==> src/rtl/cpe142_pkg.sv <==
// Shared types and constants for the hazard/stall control slice.
// State encodings, the zero-register id and the multiply/divide default.
package cpe142_pkg;

  typedef enum logic [1:0] {
    RUN    = 2'b00,
    MULDIV = 2'b01
  } hazState_t;

  localparam logic [3:0] REG_ZERO = 4'b0000;
  localparam int MULDIV_CYCLES_DEF = 4;
  localparam int DOWN_W = 4;

endpackage

==> src/rtl/sat_counter.sv <==
// Saturating up-counter with a synchronous clear.
// A clear wins over an increment in the same cycle.
module sat_counter #(
  parameter int CNT_W = 8
) (
  input  logic             clk,
  input  logic             rst_n,
  input  logic             inc,
  input  logic             clr,
  output logic [CNT_W-1:0] count
);

  always_ff @(posedge clk) begin
    if (!rst_n) begin
      count <= '0;
    end else if (clr) begin
      count <= '0;
    end else if (inc && (count != '1)) begin
      count <= count + 1'b1;
    end
  end

endmodule

==> src/rtl/hazard_stall_unit.sv <==
// Pipeline hazard control: branch flush, load-use stall, and
// multi-cycle multiply/divide hold, plus stall/flush counters.
module hazard_stall_unit
  import cpe142_pkg::*;
#(
  parameter int MULDIV_CYCLES = MULDIV_CYCLES_DEF,
  parameter int CNT_W         = 8
) (
  input  logic             clk,
  input  logic             rst_n,
  input  logic [3:0]       IF_ID_op1,
  input  logic [3:0]       IF_ID_op2,
  input  logic [3:0]       ID_EX_dest,
  input  logic             ID_EX_memRead,
  input  logic             ID_EX_muldiv,
  input  logic             branch_taken,
  input  logic             cnt_clr,
  output logic             PCWrite,
  output logic             IF_ID_write,
  output logic             ID_EX_bubble,
  output logic             IF_ID_flush,
  output logic             EX_hold,
  output logic [1:0]       hazard_state,
  output logic [CNT_W-1:0] stall_cnt,
  output logic [CNT_W-1:0] flush_cnt
);

  // RUN stalls one cycle, MULDIV covers the remaining cycles.
  localparam logic [DOWN_W-1:0] MD_LOAD = DOWN_W'(MULDIV_CYCLES - 3);

  hazState_t         state;
  hazState_t         nextState;
  logic [DOWN_W-1:0] downCnt;
  logic [DOWN_W-1:0] nextDown;
  logic              loadUse;

  assign loadUse = ID_EX_memRead
                && (ID_EX_dest != REG_ZERO)
                && ((ID_EX_dest == IF_ID_op1)
                 || (ID_EX_dest == IF_ID_op2));

  always_ff @(posedge clk) begin
    if (!rst_n) begin
      state   <= RUN;
      downCnt <= '0;
    end else begin
      state   <= nextState;
      downCnt <= nextDown;
    end
  end

  always_comb begin
    PCWrite      = 1'b1;
    IF_ID_write  = 1'b1;
    ID_EX_bubble = 1'b0;
    IF_ID_flush  = 1'b0;
    EX_hold      = 1'b0;
    nextState    = state;
    nextDown     = downCnt;
    if (rst_n) begin
      unique case (state)
        RUN: begin
          if (branch_taken) begin
            IF_ID_flush  = 1'b1;
            ID_EX_bubble = 1'b1;
          end else if (ID_EX_muldiv) begin
            PCWrite     = 1'b0;
            IF_ID_write = 1'b0;
            EX_hold     = 1'b1;
            nextState   = MULDIV;
            nextDown    = MD_LOAD;
          end else if (loadUse) begin
            PCWrite      = 1'b0;
            IF_ID_write  = 1'b0;
            ID_EX_bubble = 1'b1;
          end
        end
        MULDIV: begin
          PCWrite     = 1'b0;
          IF_ID_write = 1'b0;
          EX_hold     = 1'b1;
          if (downCnt == '0) begin
            nextState = RUN;
          end else begin
            nextDown = downCnt - 1'b1;
          end
        end
        default: nextState = RUN;
      endcase
    end
  end

  assign hazard_state = state;

  sat_counter #(.CNT_W(CNT_W)) uStallCnt (
    .clk   (clk),
    .rst_n (rst_n),
    .inc   (~PCWrite),
    .clr   (cnt_clr),
    .count (stall_cnt)
  );

  sat_counter #(.CNT_W(CNT_W)) uFlushCnt (
    .clk   (clk),
    .rst_n (rst_n),
    .inc   (IF_ID_flush),
    .clr   (cnt_clr),
    .count (flush_cnt)
  );

endmodule

==> config.mk <==
export PLATFORM = sky130hd
export DESIGN_NAME = hazard_stall_unit
export DESIGN_NICKNAME = d
export VERILOG_FILES = /design/src/rtl/cpe142_pkg.sv /design/src/rtl/sat_counter.sv /design/src/rtl/hazard_stall_unit.sv
export SDC_FILE = /design/constraint.sdc
export NUM_CORES = 1
export LEC_CHECK = 0
export CORE_MARGIN = 2
export CORE_UTILIZATION = 48
export DETAILED_ROUTE_END_ITERATION = 6
export PLACE_DENSITY = 0.86
export SYNTH_ARGS = -nofsm -noshare
export SYNTH_HDL_FRONTEND = slang
export SYNTH_SLANG_ARGS = --single-unit
export TNS_END_PERCENT = 50
==> constraint.sdc <==
create_clock -name clk -period 2.8 [get_ports clk]
set_input_delay 0.42 -clock clk [delete_from_list [all_inputs] [get_ports clk]]
set_output_delay 0.42 -clock clk [all_outputs]
set_load 0.03 [all_outputs]
# After elaboration in Yosys (flattened, before gate mapping)
# Cells that the tools add are included.
dict set report classes {
  n_eq_ne 9
  n_reduce_logical 12
  muxes 25
  n_bitwise 2
  add_sub_neg 3
}
# cell count
set ops {}
lappend ops {{8-bit by 1-bit adder with 8-bit output, second input constant} 2}
lappend ops {{8-bit inequality test, second input constant} 2}
lappend ops {{1-bit 2-to-1 mux} 15}
lappend ops {{4-bit 2-to-1 mux} 3}
lappend ops {{4-bit equality test} 2}
lappend ops {{2-bit inequality test, second input constant} 4}
lappend ops {{4-bit one-hot mux with 2 select lines} 1}
lappend ops {{2-bit 2-to-1 mux} 3}
lappend ops {{1-bit logical AND} 4}
lappend ops {{4-bit logical NOT} 1}
lappend ops {{1-bit one-hot mux with 2 select lines} 2}
lappend ops {{2-bit one-hot mux with 2 select lines} 1}
lappend ops {{4-bit AND reduction} 1}
lappend ops {{4-bit nonzero test} 1}
lappend ops {{4-bit by 1-bit subtractor with 4-bit output, second input constant} 1}
lappend ops {{3-bit AND reduction} 1}
lappend ops {{2-bit by 1-bit equality test with 1-bit output, second input constant} 1}
lappend ops {{2-bit logical NOT} 1}
lappend ops {{1-bit inverter} 2}
lappend ops {{2-bit nonzero test} 1}
lappend ops {{2-bit OR reduction} 1}
lappend ops {{1-bit logical OR} 1}
dict set report totals {
  register_bits 22
  word_cells 55
  output_inout_bits 23
  inputBits 18
}

# Logic depth before layout (Yosys ltp)
dict set report depth {
  depth_word 10
  ltp_mapped 8
  depth_no_buf 8
}

# Hierarchy
# From an unflattened synthesis, not the netlist that was laid out.
dict set report unflattened {
  hier_cells 146
  hier_area_um2 1277.5
}
# module area_each_um2 seq_area_each_um2 cells_per_inst n_inst
set by_module_without_submodules {}
lappend by_module_without_submodules {sat_counter 421.7 160.2 46 2}
lappend by_module_without_submodules {hazard_stall_unit 434.2 100.1 54 1}

# Least setup slack after synthesis
# OpenSTA, ideal clock, no wires.
dict set report synth_timing {
  path_type {input-to-output}
  start {input port ID_EX_dest[1]}
  end {output port ID_EX_bubble}
  t_arrival_ns 1.522
  cell_stages 4
  required_ns 2.380
  path_slack_ns 0.858
  path_buffers 0
  path_cell_list {xor2_1 nor4_4 o21ai_0 a21oi_1}
}
dict set report synth_between {
  elab_chain_cells 8
  word_cells_on_any_way 11
  cone_classes {2 x eq/ne; 5 x mux; 4 x reduce/logical}
}
# item line_no
set synth_rtl {}
lappend synth_rtl {{start, declared} hazard_stall_unit.sv:13} ;# input logic [3:0] ID_EX_dest,
lappend synth_rtl {{4-bit equality test (tied with other cells)} hazard_stall_unit.sv:39} ;# && ((ID_EX_dest == IF_ID_op1)
lappend synth_rtl {{1-bit logical OR / 1-bit logical AND (equally long branches)} {hazard_stall_unit.sv:40, hazard_stall_unit.sv:38}}
lappend synth_rtl {{1-bit logical AND *} hazard_stall_unit.sv:39}
lappend synth_rtl {{1-bit 2-to-1 mux *} hazard_stall_unit.sv:72} ;# end else if (loadUse) begin
lappend synth_rtl {{1-bit 2-to-1 mux *} hazard_stall_unit.sv:66} ;# end else if (ID_EX_muldiv) begin
lappend synth_rtl {{1-bit 2-to-1 mux *} hazard_stall_unit.sv:63} ;# if (branch_taken) begin
lappend synth_rtl {{1-bit 2-to-1 mux *} hazard_stall_unit.sv:61} ;# unique case (state)
lappend synth_rtl {{1-bit 2-to-1 mux *} hazard_stall_unit.sv:60} ;# if (rst_n) begin
lappend synth_rtl {{end, declared} hazard_stall_unit.sv:20} ;# output logic ID_EX_bubble,
# Mark *: on every way between the ends. The rest lies on a longest branch, timed or not.

# Final worst setup path
dict set report layout_timing {
  start {input port ID_EX_dest[0]}
  end {output port IF_ID_write}
}
dict set report layout_between {
  elab_chain_cells 8
  word_cells_on_any_way 11
  cone_classes {2 x eq/ne; 5 x mux; 4 x reduce/logical}
}
# item line_no
set layout_rtl {}
lappend layout_rtl {{4-bit equality test (tied with other cells)} hazard_stall_unit.sv:39}
lappend layout_rtl {{1-bit logical OR / 1-bit logical AND (equally long branches)} {hazard_stall_unit.sv:40, hazard_stall_unit.sv:38}}
lappend layout_rtl {{1-bit logical AND *} hazard_stall_unit.sv:39}
lappend layout_rtl {{1-bit 2-to-1 mux *} hazard_stall_unit.sv:72}
lappend layout_rtl {{1-bit 2-to-1 mux *} hazard_stall_unit.sv:66}
lappend layout_rtl {{1-bit 2-to-1 mux *} hazard_stall_unit.sv:63}
lappend layout_rtl {{1-bit one-hot mux with 2 select lines *} hazard_stall_unit.sv:61}
lappend layout_rtl {{1-bit 2-to-1 mux *} hazard_stall_unit.sv:60}
lappend layout_rtl {{end, declared} hazard_stall_unit.sv:19} ;# output logic IF_ID_write,
# Marked as above.

==> impl_results.md <==
- Status: finished, final reports clean
- Hold-fix buffers, CTS: 0
- Antenna Nets Post-Route: 0
- Num rows: 18
- # IOs: between 40 and 50
- Filler cells: 199
- Total leakage power: 0.627 nW
- Worst-path clk slew: roughly 0.12 ns
- Tcrit/Tclk final: between 80% and 90%
- Setup violations, final: 0
- Share of cells above drive strength 1: about 8.7%
- Layout area overhead: 38.4%
- DRT Pass-1 Iters: 4
- First-pass GRT wire length: 4.25 mm
- Fin crit period: 2.47 ns
- Setup TNS: 0 ns
- Hold Path End: downCnt[1]
- Syn nets: 162
- Largest net degree at the start of global routing: 14
- Total GRT Usage: approximately a fifth
- CTS root buffer: clkbuf_4
- Die span in x: roughly 54 um
- Post-Syn Instances: 140
- Clock tree buffer depth: 2
- Post-synth top area share: 35.0%
- Setup Skew: 0.000921 ns
- TritonCTS buffer count: 3
- DRC violations left: 0
- Initial antenna violation count: 0
- Number of cells on the worst reg-to-reg path: 6
- H-Tree Depth: 1
- Hold Path Origin: downCnt[1]
- Total global routing overflow: 0
- WHS Path Cells: 2
- Port bufs: 39
- Syn avg cell area: around 8.6 um^2
- Total core area: 0.00243 mm^2
- Worst hold slack: 0.519 ns
- Area contributors post-synth: dfxtp_1 (35%), xor2_1 (8.7%), nand2_1 (4.4%), ha_1 (4.2%), a21oi_1 (3.7%)
- Hold WC Path Type: reg -> reg
- Final number of hold-violating endpoints: 0
- Data arrival, critical path: roughly 2.1 ns
- Via count: 1,158
- Worst-Margin Slew: 0.501 ns
- Per-cell routed wire length: approximately 13 um
- Worst Path Max Fanout: 4
- Vias in the first global route: 1,077
- Nets: 206
- CTS sink count: 21
- Synth Register Bits: 21
- Cell area after synthesis: 0.00120 mm^2
- Die Footprint: 0.00292 mm^2
- Post-Route WL: 2.78 mm
- Slew Viols, Final: 0
- Power Dens Cells: 363 mW/mm^2
- Register area share after synthesis: 35.0%
- Initial Utilization: 49.4%
- Reg2Reg Setup Slack: 1.03 ns
- TritonCTS clock tree: yes
- Detailed Place HPWL: ~2.2 mm
- Worst VDD drop: 0.000200 V
- DIE HEIGHT: about 54 um
- Via/cell ratio: 5.44
- Slew HR: between 60% and 70%
- Worst setup SP type: primary input
- Ys Warns: 0
- Nature of the critical path endpoint: output pin
- Max-capacitance violation count: 0
- Post-synth top area cell: dfxtp_1
- Diode count: 0
- Critical R2R Launch: hazard_state[0]
- GP Congestion: 0.748
- Fmax achieved: between 400 and 500 MHz
- Req. time, crit path: 2.38 ns
- RSZ-0062 raised after global routing: no
- R2r endpoint: uStallCnt.count[6]
- Drt initial violations: 11
- Distinct cells, synth: 39
- Setup Crit Path Kind: in -> out
- Clk_lat worst skew: 0.30 ns
flip-flops by register name, summed over array words and instances (netlist names):
| signal | count |
|---|---|
| uFlushCnt.count | 8 |
| uStallCnt.count | 8 |
| downCnt | 4 |
| hazard_state | 1 |
layout by cell type, fill, tap and decap left out, types with 2 or more instances in the layout:
master and count:
a21oi_1 9, and3_1 2, buf_4 6, clkbuf_4 3
clkdlybuf4s50_1 36, dfxtp_1 21, ha_1 4, inv_1 4
mux2i_1 4, nand2_1 14, nand2b_1 6, nand3_1 5
nand4_1 6, nor2_1 10, nor2b_1 3, nor3b_1 2
o21ai_0 8, o41ai_1 2, or3_1 3, xnor2_1 3
xor2_1 12
worst max-delay path, cell delays in order:
cell and delay, ns:
clkdlybuf4s50_1 0.47, o41ai_1 0.56, nor3b_1 0.13, o21ai_2 0.12, and2_2 0.20, buf_4 0.16
routing by layer:
layer | vias up | GRT usage (%) | part of all wire (%)
met5 | - | 0 | 0
met4 | 0 | 9.17 | 0.76
met3 | 4 | 4.17 | 3.9
met2 | 24 | 36.2 | 52
met1 | 548 | 22.0 | 43
li1 | 582 | - | -
cell usage after synthesis, drive strengths merged:
| master | number |
|---|---|
| dfxtp | 21 |
| nand2 | 14 |
| xor2 | 12 |
| nor2 | 10 |
| a21oi | 9 |
| o21ai | 9 |
| nand2b | 6 |
| nand4 | 6 |
| nand3 | 5 |
| ha | 4 |
| inv | 4 |
| mux2i | 4 |
| buf | 3 |
| nor2b | 3 |
| nor4 | 3 |
| or3 | 3 |
| xnor2 | 3 |
| a21boi | 2 |
| and2 | 2 |
| and3 | 2 |
| nor3b | 2 |
| o41ai | 2 |
| a21bo | 1 |
| a22oi | 1 |
| and3b | 1 |
| and4 | 1 |
| clkbuf | 1 |
| conb | 1 |
| nand4b | 1 |
| o211a | 1 |
| o211ai | 1 |
| o21a | 1 |
| o311ai | 1 |
worst max path at each step:
stage / start / to / slack (ns) / cells after the start
final: ID_EX_dest[0] / IF_ID_write / 0.33 / 6
after global routing: ID_EX_dest[1] / PCWrite / 0.21 / 6
after CTS: ID_EX_dest[1] / ID_EX_bubble / 0.01 / 6
after detailed placement: ID_EX_dest[1] / ID_EX_bubble / 0.03 / 6
after global placement: ID_EX_dest[1] / ID_EX_bubble / 0.07 / 6
after floorplan: ID_EX_dest[1] / ID_EX_bubble / 0.86 / 4
where the power goes:
group | internal [mW] | total [mW] | switching [mW]
sequential | 0.305 | 0.314 | 0.00888
combinational | 0.0674 | 0.141 | 0.0735
clock | 0.0543 | 0.149 | 0.0946
repair_timing:
action / in CTS / in global routing
gates resized for setup: 0 / 1
setup buffers: 0 / 0
endpoints found under the setup margin: 0 / 1
through the flow:
stage / power [mW] / std cells / utilization (%) / instance area (um^2) / setup WS [ns]
after floorplan: 0.402 / 140 / - / 1200 / 0.858
after global placement: 0.456 / 209 / 67.1 / 1630 / 0.0693
after detailed placement: 0.461 / 209 / 67.1 / 1630 / 0.0271
after CTS: 0.611 / 213 / 68.3 / 1660 / 0.0119
after global routing: 0.639 / 213 / 68.4 / 1660 / 0.212
final: 0.604 / 213 / 68.4 / 1660 / 0.330
area by class of cell:
type	instances	area, um^2	area share, %
clock buffers	3	22.5	1.35
clock inverters	1	7.51	0.451
inverters	4	15.0	0.902
multi-input cells	111	743	44.7
flip-flops and latches	21	420	25.3
well taps	30	37.5	2.26
repair buffers	43	418	25.1
cells by family (layout without fill, tap and decap cells):
group | Yosys count | in the layout | synth area share [%]
AO/OA/AOI/OAI | 28 | 28 | 15.2
XOR/XNOR | 15 | 15 | 10.9
adder cells (fa/ha/maj) | 4 | 4 | 4.16
buffers and inverters | 8 | 51 | 3.22
flip-flops | 21 | 21 | 35.0
multiplexers | 4 | 4 | 3.33
other | 1 | 1 | 0.312
AND/OR/NAND/NOR | 59 | 59 | 27.9
Power figures use the tool's default switching activity.
